==> src/rtl/box_rasterizer.sv <==
// box_rasterizer: accepts one box descriptor per valid/ready handshake,
// clips it against the visible screen, then emits one pixel per clock in
// row-major order to the vga_adapter plot interface, finishing with a
// one-cycle done pulse.
//
// Handshake: a descriptor transfers on a rising edge where s_valid and
// s_ready are both high. s_ready is high only in IDLE. All in_* fields are
// captured on that edge and ignored at every other time. An upstream that
// keeps s_valid high gets its next transfer only once IDLE is re-entered.
module box_rasterizer #(
  parameter logic [8:0] SCREEN_WIDTH  = 9'd320,
  parameter logic [8:0] SCREEN_HEIGHT = 9'd240
) (
  input  logic       clock,
  input  logic       reset_n,
  input  logic       s_valid,
  output logic       s_ready,
  input  logic [8:0] in_box_x,
  input  logic [8:0] in_box_y,
  input  logic [8:0] in_box_w,
  input  logic [8:0] in_box_h,
  input  logic [2:0] in_box_color,
  output logic [8:0] vga_x,
  output logic [7:0] vga_y,
  output logic       plot,
  output logic [2:0] colour,
  output logic       busy,
  output logic       done,
  output logic [1:0] fsm_state
);

  typedef enum logic [1:0] {
    IDLE = 2'd0,
    LOAD = 2'd1,
    DRAW = 2'd2,
    DONE = 2'd3
  } state_t;

  state_t     state;

  // Descriptor captured at the handshake.
  logic [8:0] box_x;
  logic [8:0] box_y;
  logic [8:0] box_w;
  logic [8:0] box_h;
  logic [2:0] box_color;

  // Exclusive clipped end coordinates; 10 bits so x + w cannot wrap at 511.
  logic [9:0] x_end;
  logic [9:0] y_end;

  // Coordinate of the pixel being presented on vga_x/vga_y this cycle.
  logic [8:0] cur_x;
  logic [8:0] cur_y;

  logic [9:0] x_sum;
  logic [9:0] y_sum;
  logic [9:0] x_lim;
  logic [9:0] y_lim;
  logic       empty_box;
  logic       last_col;
  logic       last_row;
  logic [8:0] next_x;
  logic [8:0] next_y;

  // Clipping arithmetic for LOAD and scan-position decode for DRAW.
  always_comb begin
    x_sum     = {1'b0, box_x} + {1'b0, box_w};
    y_sum     = {1'b0, box_y} + {1'b0, box_h};
    x_lim     = (x_sum > {1'b0, SCREEN_WIDTH})  ? {1'b0, SCREEN_WIDTH}  : x_sum;
    y_lim     = (y_sum > {1'b0, SCREEN_HEIGHT}) ? {1'b0, SCREEN_HEIGHT} : y_sum;
    empty_box = (box_w == 9'd0) || (box_h == 9'd0) ||
                (box_x >= SCREEN_WIDTH) || (box_y >= SCREEN_HEIGHT);
    last_col  = ({1'b0, cur_x} == (x_end - 10'd1));
    last_row  = ({1'b0, cur_y} == (y_end - 10'd1));
    next_x    = cur_x + 9'd1;
    next_y    = cur_y + 9'd1;
  end

  assign s_ready   = (state == IDLE);
  assign fsm_state = state;

  // Main FSM: the first pixel is registered on leaving LOAD so that plot is
  // high in exactly the DRAW cycles; each DRAW edge presents the next pixel.
  always_ff @(posedge clock) begin
    if (!reset_n) begin
      state     <= IDLE;
      box_x     <= 9'd0;
      box_y     <= 9'd0;
      box_w     <= 9'd0;
      box_h     <= 9'd0;
      box_color <= 3'd0;
      x_end     <= 10'd0;
      y_end     <= 10'd0;
      cur_x     <= 9'd0;
      cur_y     <= 9'd0;
      vga_x     <= 9'd0;
      vga_y     <= 8'd0;
      plot      <= 1'b0;
      colour    <= 3'd0;
      busy      <= 1'b0;
      done      <= 1'b0;
    end else begin
      case (state)
        IDLE: begin
          done <= 1'b0;
          plot <= 1'b0;
          if (s_valid) begin
            box_x     <= in_box_x;
            box_y     <= in_box_y;
            box_w     <= in_box_w;
            box_h     <= in_box_h;
            box_color <= in_box_color;
            busy      <= 1'b1;
            state     <= LOAD;
          end
        end
        LOAD: begin
          x_end <= x_lim;
          y_end <= y_lim;
          cur_x <= box_x;
          cur_y <= box_y;
          if (empty_box) begin
            done  <= 1'b1;
            state <= DONE;
          end else begin
            plot   <= 1'b1;
            vga_x  <= box_x;
            vga_y  <= box_y[7:0];
            colour <= box_color;
            state  <= DRAW;
          end
        end
        DRAW: begin
          if (last_col && last_row) begin
            plot  <= 1'b0;
            done  <= 1'b1;
            state <= DONE;
          end else if (last_col) begin
            cur_x <= box_x;
            cur_y <= next_y;
            vga_x <= box_x;
            vga_y <= next_y[7:0];
          end else begin
            cur_x <= next_x;
            vga_x <= next_x;
          end
        end
        DONE: begin
          done  <= 1'b0;
          busy  <= 1'b0;
          plot  <= 1'b0;
          state <= IDLE;
        end
        default: state <= IDLE;
      endcase
    end
  end

endmodule

==> config.mk <==
export PLATFORM = sky130hd
export DESIGN_NAME = box_rasterizer
export DESIGN_NICKNAME = d
export VERILOG_FILES = /design/src/rtl/box_rasterizer.sv
export SDC_FILE = /design/constraint.sdc
export NUM_CORES = 1
export LEC_CHECK = 0
export ABC_AREA = 1
export CORE_MARGIN = 5
export CORE_UTILIZATION = 41
export CTS_BUF_LIST = sky130_fd_sc_hd__clkbuf_2
export CTS_CLUSTER_DIAMETER = 50
export DETAILED_ROUTE_END_ITERATION = 16
export PLACE_DENSITY = 0.76
export SETUP_SLACK_MARGIN = 0.02
export SYNTH_ARGS = -nofsm -noshare
export SYNTH_HDL_FRONTEND = slang
export SYNTH_SLANG_ARGS = --single-unit
==> constraint.sdc <==
create_clock -name clock -period 2 [get_ports clock]
set_input_delay 0.2 -clock clock [delete_from_list [all_inputs] [get_ports clock]]
set_output_delay 0.2 -clock clock [all_outputs]
set_load 0.02 [all_outputs]
==> results of run 1 <==
[state kept, by name (all words and copies together) (netlist names), 8 cells and up]
signal / count
box_w: 9
x_end: 10
cur_x: 9
box_y: 9
box_x: 9
cur_y: 9
vga_x: 9
vga_y: 8
box_h: 9
y_end: 10
[cell usage after synthesis, types with 5 or more instances]
| cell | count |
|---|---|
| sky130_fd_sc_hd__inv_1 | 90 |
| sky130_fd_sc_hd__or2_2 | 6 |
| sky130_fd_sc_hd__nand3_1 | 50 |
| sky130_fd_sc_hd__clkbuf_1 | 18 |
| sky130_fd_sc_hd__nand4_1 | 6 |
| sky130_fd_sc_hd__dfxtp_1 | 102 |
| sky130_fd_sc_hd__inv_2 | 5 |
| sky130_fd_sc_hd__a21oi_1 | 41 |
| sky130_fd_sc_hd__ha_1 | 26 |
| sky130_fd_sc_hd__o22ai_1 | 5 |
| sky130_fd_sc_hd__xor2_1 | 18 |
| sky130_fd_sc_hd__o21ai_1 | 14 |
| sky130_fd_sc_hd__o21ai_0 | 84 |
| sky130_fd_sc_hd__nor2_1 | 164 |
| sky130_fd_sc_hd__xnor2_1 | 10 |
| sky130_fd_sc_hd__nor3_1 | 9 |
| sky130_fd_sc_hd__nand2_1 | 174 |
[per-stage QoR]
stage	hold WS (ps)	worst slack [ps]	cell area, um2	cells	total power, W
after floorplan	367	-8.46	5790	863	0.00742
after global placement	437	-62.1	7010	1142	0.00933
after detailed placement	452	-124	7010	1142	0.00945
after CTS	78.8	-113	7620	1177	0.0115
after global routing	51.2	-389	7880	1179	0.0132
final	102	-157	7880	1180	0.0121
[cell type report]
class	instances	area (um2)	area share [%]
timing repair buffer	142	1320	16.7
timing repair inverter	1	8.76	0.111
multi-input combinational	640	3740	47.4
clock buffer	9	45.0	0.571
clock inverter	7	93.8	1.19
tap	180	225	2.86
antenna	1	2.50	0.0317
sequential	102	2060	26.1
inverter	98	388	4.92
[critical path, delay by kind of cell, from the launching register on]
kind	cells	cell delay [ps]
and+or+nand+nor	12	1450
AOI/OAI and AO/OA	1	60
DFF	1	420
buffers and inverters	1	180
[power by group]
part / switching [W] / internal (W) / leakage, nW
Combinational: 0.00451 / 0.00333 / 2.63
Clock: 0.000780 / 0.000324 / 0.0789
Sequential: 0.000564 / 0.00264 / 0.844
[worst max path at each step]
stage | from | endpoint | slack [ps]
floorplan | box_y[0] | y_end[5] | -8
global placement | box_x[0] | x_end[0] | -60
detailed placement | box_x[0] | x_end[1] | -120
CTS | box_w[0] | x_end[1] | -110
global route | x_end[1] | vga_y[2] | -390
finish | y_end[2] | vga_x[3] | -160
[layer usage]
| metal | vias up | track usage, % |
|---|---|---|
| met3 | 17 | 4.15 |
| met5 | - | 0 |
| li1 | 3032 | - |
| met2 | 159 | 29.8 |
| met1 | 2658 | 25.4 |
| met4 | 0 | 4.82 |
[cells by family (layout without fill, tap and decap cells)]
family	after synthesis	after routing	share of synthesized area (%)
other	0	1	0
DFF	102	102	35.4
xor gates and xnor gates	29	29	4.64
and+or+nand+nor	423	424	30.5
adders and majority gates	28	28	6.33
buffers and inverters	124	257	8.69
AOI/OAI and AO/OA	157	159	14.4
[timing repair]
action | in CTS | in global routing
hold buffers | 1 | 0
pin swaps | 37 | 34
endpoints found under the hold margin | 5 | 0
resized for setup | 104 | 71
setup buffers | 13 | 2
endpoints found under the setup margin | 58 | 58
cloned | 5 | 0
==> implementation parameters, run 1 <==
Parameter                              Value

Cells and area
  Final net count ... approximately 1.1k
  Fraction of layout instances using a drive strength above 1 ... 24.0%
  Commonest non-fill, non-tap cell in the layout ... sky130_fd_sc_hd__nor2_1
  Area growth from synthesis to layout ... 36.6%
  Number of filler instances in the final layout ... 1227
  Final design utilization ... between 50% and 60%
  Commonest cells after routing, fill and taps aside ... sky130_fd_sc_hd__nor2_1 (152), sky130_fd_sc_hd__nand2_1 (143), sky130_fd_sc_hd__dfxtp_1 (89), sky130_fd_sc_hd__inv_1 (84)

STA
  Worst Tran Pin Value ... 648 ps
  Total setup violations reported at the end of the flow ... 51
  Max Clock Freq ... 464 MHz
  Hold violation total from the final report ... 0
  Worst clock skew ... 47.8 ps
  Pins over their slew limit ... 0
  Max-slew headroom at the worst pin ... between 50% and 60%
  Tmin final ... about 2200 ps
  Setup repair after global routing missed its margin ... yes
  Setup TNS ... -4610 ps
  Period utilisation layout ... 108%
  Setup WS post-layout ... -157 ps

Pwr
  Peak supply drop ... 0.000710 V
  Static Leakage ... roughly 3.6 nW
  PwrDens ... 1540 mW/mm2

Clock tree
  Clk root buf ... sky130_fd_sc_hd__clkbuf_2
  Deepest level of the CTS H-tree ... 3
  Worst-skew pair later-pin latency ... 670 ps
  Number of buffers on the longest clock path ... 2
  Clock slew at reported path FFs ... 330 ps
  CTS Buf Count ... 9
  Clock tree from TritonCTS ... yes
  Total number of clock tree sinks ... around 100

Logic synthesis
  Syn_area_per_cell ... 6.69 um2
  Synth warnings ... 0
  Fraction of post-synthesis cell area in the top cell type by area ... 35.4%
  Number of flops mapped to enable cells by yosys ... 0
  Top post-synthesis cells by area ... sky130_fd_sc_hd__dfxtp_1 (35%), sky130_fd_sc_hd__nand2_1 (11%), sky130_fd_sc_hd__nor2_1 (11%)
  Post-synthesis cell count ... 863
  Seq/Total Area, Yosys ... about 35%
  Prevailing post-synth register cell ... sky130_fd_sc_hd__dfxtp_1
  Ys async rst share ... 0%
  Number of storage elements in the synthesis netlist ... between 100 and 150
  Distinct cell type count of the synthesized netlist ... 38
  Library cell occupying the most area in the post-synthesis netlist ... sky130_fd_sc_hd__dfxtp_1
  Synthesized cell area ... 0.00577 mm2
  Total nets after synthesis ... 933

Worst hold path
  Terminating pin of the worst hold path ... box_x[3]
  Start point of the worst hold path ... in_box_x[3]
  Hold Path Depth ... 3
  Worst min path class ... input port to register

GRT
  Maximum number of pins on one net before global-route repair ... 40
  Remaining global-route overflow ... 0
  Tot GR Track Use ... 18.6%
  Antenna violations before repair ... 0
  First-pass GRT wire length ... 25100 um
  Vias in the first global route ... roughly 5.4k

Floorplanning
  Row cnt ... 43
  Vertical extent of the die ... 129 um
  Std-Cell Core Area ... 0.0138 mm2
  Floorplan die width ... 129 um
  Die area ... 0.0165 mm2
  Initial cell density of the core ... 41.7%
  Top-level I/O count ... 68

Placed design
  Placer's final routability congestion estimate ... between 0.9 and 1
  Post-DP HPWL ... 11100 um
  Port Buffer Count ... 67

Detailed routing
  Highest metal used ... met4
  Met1 WL ... 7140 um
  Total wirelength of the detailed-routed design ... around 16000 um
  Starting DRT DRC Count ... 344
  WL met3 ... 1010 um
  Post-detailed-route wirelength per cell ... 13.1 um
  Sum of met2 wire segment lengths after detailed routing ... 7130 um
  Drt via density ... 4.97
  Pre-antenna DRT Iters ... 5
  Post-route antenna net violation count ... 0
  Count of vias placed by the detailed router ... about 5.9k
  DRC violation count after routing ... 0

Setup path
  Cell breakdown of the critical path ... nor2_1, nand3_1, nor2_1, nand2_1, nand2_1, nand2_1, nor2_1, nand2_1, nand2_2, nand3_4, buf_6, nand2_8, o21ai_1, nor2_1
  Data required time of the worst path ... 2590 ps
  Arrival time of the worst setup path ... 2750 ps
  Category of the critical setup timing path ... register to register
  Worst reg2reg endpoint ... vga_x[3]
  CP Launch Type ... register
  Maximum cell stage delay along the critical path ... 420 ps
  Path depth of the worst reg2reg path ... 14
  Max stage delay cell, worst path ... sky130_fd_sc_hd__dfxtp_1
  Startpoint of the lowest-slack register-to-register path ... y_end[2]
  Minimum setup slack among reg-to-reg paths ... -160 ps
  Type of destination of the critical path ... register
  CP Max Fanout ... 7

Flow run
  Max-cap check violation count ... 0

Status
  Status ... finished, violations left
  Violated checks ... setup timing
Power figures use the tool's default switching activity.
==> run 2: changes to the inputs <==
--- a/config.mk
+++ b/config.mk
@@ -6,7 +6,6 @@
 export NUM_CORES = 1
 export LEC_CHECK = 0
 export ABC_AREA = 1
-export CORE_MARGIN = 5
 export CORE_UTILIZATION = 41
 export CTS_BUF_LIST = sky130_fd_sc_hd__clkbuf_2
 export CTS_CLUSTER_DIAMETER = 50
==> run 2 against run 1 <==
  * The flow still finishes with violations (setup timing)
  * Core utilization shrank 0.13 points
  * Design area down 2.6%
  * Global-route usage rose by 2.3 points
  * Final cell count down 1.2%
  * Largest cell class unchanged
==> implementation parameters, run 2 (synthesis results as in run 1) <==
Parameter                              Value

Detailed routing
  Count of vias placed by the detailed router ... 5798 (-1.2%)
  Drt via density ... 4.97 (about the same)
  Post-detailed-route wirelength per cell ... 12.6 um (-3.9%)
  Post-route antenna net violation count ... 0 (unchanged)
  Total wirelength of the detailed-routed design ... 14700 um (-5.1%)
  Pre-antenna DRT Iters ... 6 (+1)
  Starting DRT DRC Count ... 382 (+11%)
  DRC violation count after routing ... 0 (unchanged)

Cells and area
  Fraction of layout instances using a drive strength above 1 ... 21.7% (-2.3 points)
  Commonest cells after routing, fill and taps aside ... sky130_fd_sc_hd__nand2_1 (155), sky130_fd_sc_hd__nor2_1 (149), sky130_fd_sc_hd__dfxtp_1 (90), sky130_fd_sc_hd__inv_1 (85), sky130_fd_sc_hd__clkdlybuf4s50_1 (64)
  Final net count ... 1055 (-0.85%)
  Area of all placed cells without fillers ... 0.00768 mm2 (-2.6%)
  Area growth from synthesis to layout ... 33.1%
  Final design utilization ... 56.9% (-0.13 points)
  Commonest non-fill, non-tap cell in the layout ... sky130_fd_sc_hd__nand2_1
  Number of filler instances in the final layout ... 1238 (+0.90%)
  Diode count ... 0 (-1)
  Area taken by multi-input logic gates ... 0.00363 mm2 (-2.9%)
  Reg area ... 0.00206 mm2 (-0.18%)
  Largest registers ... x_end (10), y_end (10)

Floorplanning
  Top-level I/O count ... 68 (unchanged)
  Row cnt ... 42 (-2.3%)
  Floorplan die width ... 121 um (-6.2%)
  Die area ... 0.0146 mm2 (-12%)
  Initial cell density of the core ... 42.7% (+0.99 points)
  Vertical extent of the die ... 121 um (-6.2%)
  Std-Cell Core Area ... 0.0135 mm2 (-2.3%)

Flow run
  Max-cap check violation count ... 0 (unchanged)

Clock tree
  Number of buffers on the longest clock path ... 2 (unchanged)
  CTS Buf Count ... 9 (unchanged)
  Clock slew at reported path FFs ... 280 ps (-50 ps)
  Deepest level of the CTS H-tree ... 3 (unchanged)
  Clock tree from TritonCTS ... yes
  Worst-skew pair later-pin latency ... 610 ps (-60 ps)
  Total number of clock tree sinks ... 102 (unchanged)
  Clk root buf ... sky130_fd_sc_hd__clkbuf_2

GRT
  Maximum number of pins on one net before global-route repair ... 46 (+15%)
  First-pass GRT wire length ... 24400 um (-2.7%)
  Vias in the first global route ... 5357 (-0.46%)
  Remaining global-route overflow ... 0 (unchanged)
  Antenna violations before repair ... 0 (unchanged)
  Tot GR Track Use ... 20.9% (+2.3 points)

STA
  Worst Tran Pin Value ... 490 ps (-158 ps)
  Setup repair after global routing missed its margin ... yes
  Setup TNS ... -3550 ps (+1060 ps)
  Hold violation total from the final report ... 0 (unchanged)
  Worst clock skew ... 32.1 ps (-15.7 ps)
  Setup WS post-layout ... -144 ps (+12.8 ps)
  Max-slew headroom at the worst pin ... 67.2% (+11 points)
  Pins over their slew limit ... 0 (unchanged)
  Max Clock Freq ... 466 MHz (+0.60%)
  Period utilisation layout ... 107% (-0.64 points)
  Total setup violations reported at the end of the flow ... 50 (-2.0%)
  Tmin final ... 2140 ps (-12.8 ps)

Setup path
  Minimum setup slack among reg-to-reg paths ... -140 ps (about the same)
  CP Max Fanout ... 8 (+1)
  Worst reg2reg endpoint ... vga_y[2]
  Arrival time of the worst setup path ... 2710 ps (-40 ps)
  CP Launch Type ... register
  Category of the critical setup timing path ... register to register
  Data required time of the worst path ... 2560 ps (-30 ps)
  Startpoint of the lowest-slack register-to-register path ... x_end[0]
  Type of destination of the critical path ... register
  Path depth of the worst reg2reg path ... 19 (+5)

Worst hold path
  Terminating pin of the worst hold path ... box_x[3]
  Start point of the worst hold path ... in_box_x[3]
  Worst min path class ... input port to register
  Hold Path Depth ... 3 (unchanged)

Pwr
  Combinational Power Share ... 63.9% (-0.6 points)
  Static Leakage ... 3.48 nW (-2.1%)
  PwrDens ... 1520 mW/mm2 (-1.7%)
  Sequential group share of total power ... 27.6% (+1.2 points)
  Net switching power ... 0.00552 W (-5.7%)
  Peak supply drop ... 0.000580 V (-18%)
  Internal Pwr Total ... 0.00612 W (-2.7%)
  Part of the power in the clock network ... 8.5% (-0.6 points)
  Sw Share ... 47.4% (-0.79 points)

Status
  Status ... finished, violations left
  Violated checks ... setup timing

Placed design
  Post-DP HPWL ... 10900 um (-1.6%)
  Port Buffer Count ... 67 (unchanged)
  Placer's final routability congestion estimate ... 0.899 (-1.9%)
  Area of placed instances ... 0.00701 mm2 (unchanged)
==> run 2: worst max-delay path, stage by stage, from the launching register on <==
cell and delay, ps:
sky130_fd_sc_hd__dfxtp_2 390, sky130_fd_sc_hd__inv_2 50, sky130_fd_sc_hd__ha_4 260, sky130_fd_sc_hd__inv_2 30, sky130_fd_sc_hd__nand2_1 50, sky130_fd_sc_hd__nand2_1 40, sky130_fd_sc_hd__nor2_1 90, sky130_fd_sc_hd__nand2_1 80
sky130_fd_sc_hd__nor2_2 100, sky130_fd_sc_hd__nand3_1 80, sky130_fd_sc_hd__nor2_2 120, sky130_fd_sc_hd__nand3_2 80, sky130_fd_sc_hd__nand2_4 120, sky130_fd_sc_hd__buf_12 130, sky130_fd_sc_hd__buf_6 90, sky130_fd_sc_hd__o211ai_2 70
sky130_fd_sc_hd__buf_6 160, sky130_fd_sc_hd__nand2_1 50, sky130_fd_sc_hd__inv_1 30, sky130_fd_sc_hd__nor2_1 100
==> run 2: metrics by stage <==
stage / power [W] / setup slack [ps] / hold WS, ps / std cells
floorplan: 0.00742 / -8.46 / 367 / 863
global placement: 0.00928 / -46.4 / 442 / 1137
detailed placement: 0.00941 / -106 / 454 / 1137
CTS: 0.0112 / -79.9 / 142 / 1165
global route: 0.0127 / -387 / 151 / 1166
finish: 0.0116 / -144 / 161 / 1166
==> run 2: timing repair <==
action                     4_1_cts  5_1_grt
hold endpoints to repair         2        0
setup endpoints to repair       58       57
cloned                           4        0
setup buffers                    7        2
hold buffers                     1        0
gates resized for setup         99       44
pin swaps                       27       32
==> run 2: per-layer routing <==
| layer | track usage, % | wire length, um |
|---|---|---|
| met3 | 3.68 | 815 |
| met4 | 6.64 | 303 |
| met2 | 33.4 | 6600 |
| met1 | 28.4 | 7000 |
| met5 | 0 | 0 |
==> run 2: power by group through the flow <==
stage | registers [W] | clock network (W) | logic, W
after floorplan | 0.00325 | 0 | 0.00418
after global placement | 0.00317 | 0 | 0.00611
after detailed placement | 0.00319 | 0 | 0.00622
after CTS | 0.00319 | 0.00100 | 0.00702
after global routing | 0.00329 | 0.00108 | 0.00830
final | 0.00322 | 0.000984 | 0.00744
==> run 2: area by class of cell <==
cell class,count,share of cell area [%]
repair inverters,1,0.0489
multi-input cells,639,47.3
well taps,176,2.87
flip-flops and latches,102,26.8
clock buffers,10,0.652
repair buffers,134,16.6
inverters,98,4.98
clock inverters,6,0.798
==> run 2: worst max-delay path by stage <==
| stage | slack (ps) | endpoint | start |
|---|---|---|---|
| detailed placement | -110 | x_end[3] | box_x[0] |
| global placement | -50 | vga_y[6] | box_h[0] |
| floorplan | -8 | y_end[5] | box_y[0] |
| global route | -390 | vga_y[2] | x_end[1] |
| CTS | -80 | y_end[6] | box_y[0] |
| finish | -140 | vga_y[2] | x_end[0] |
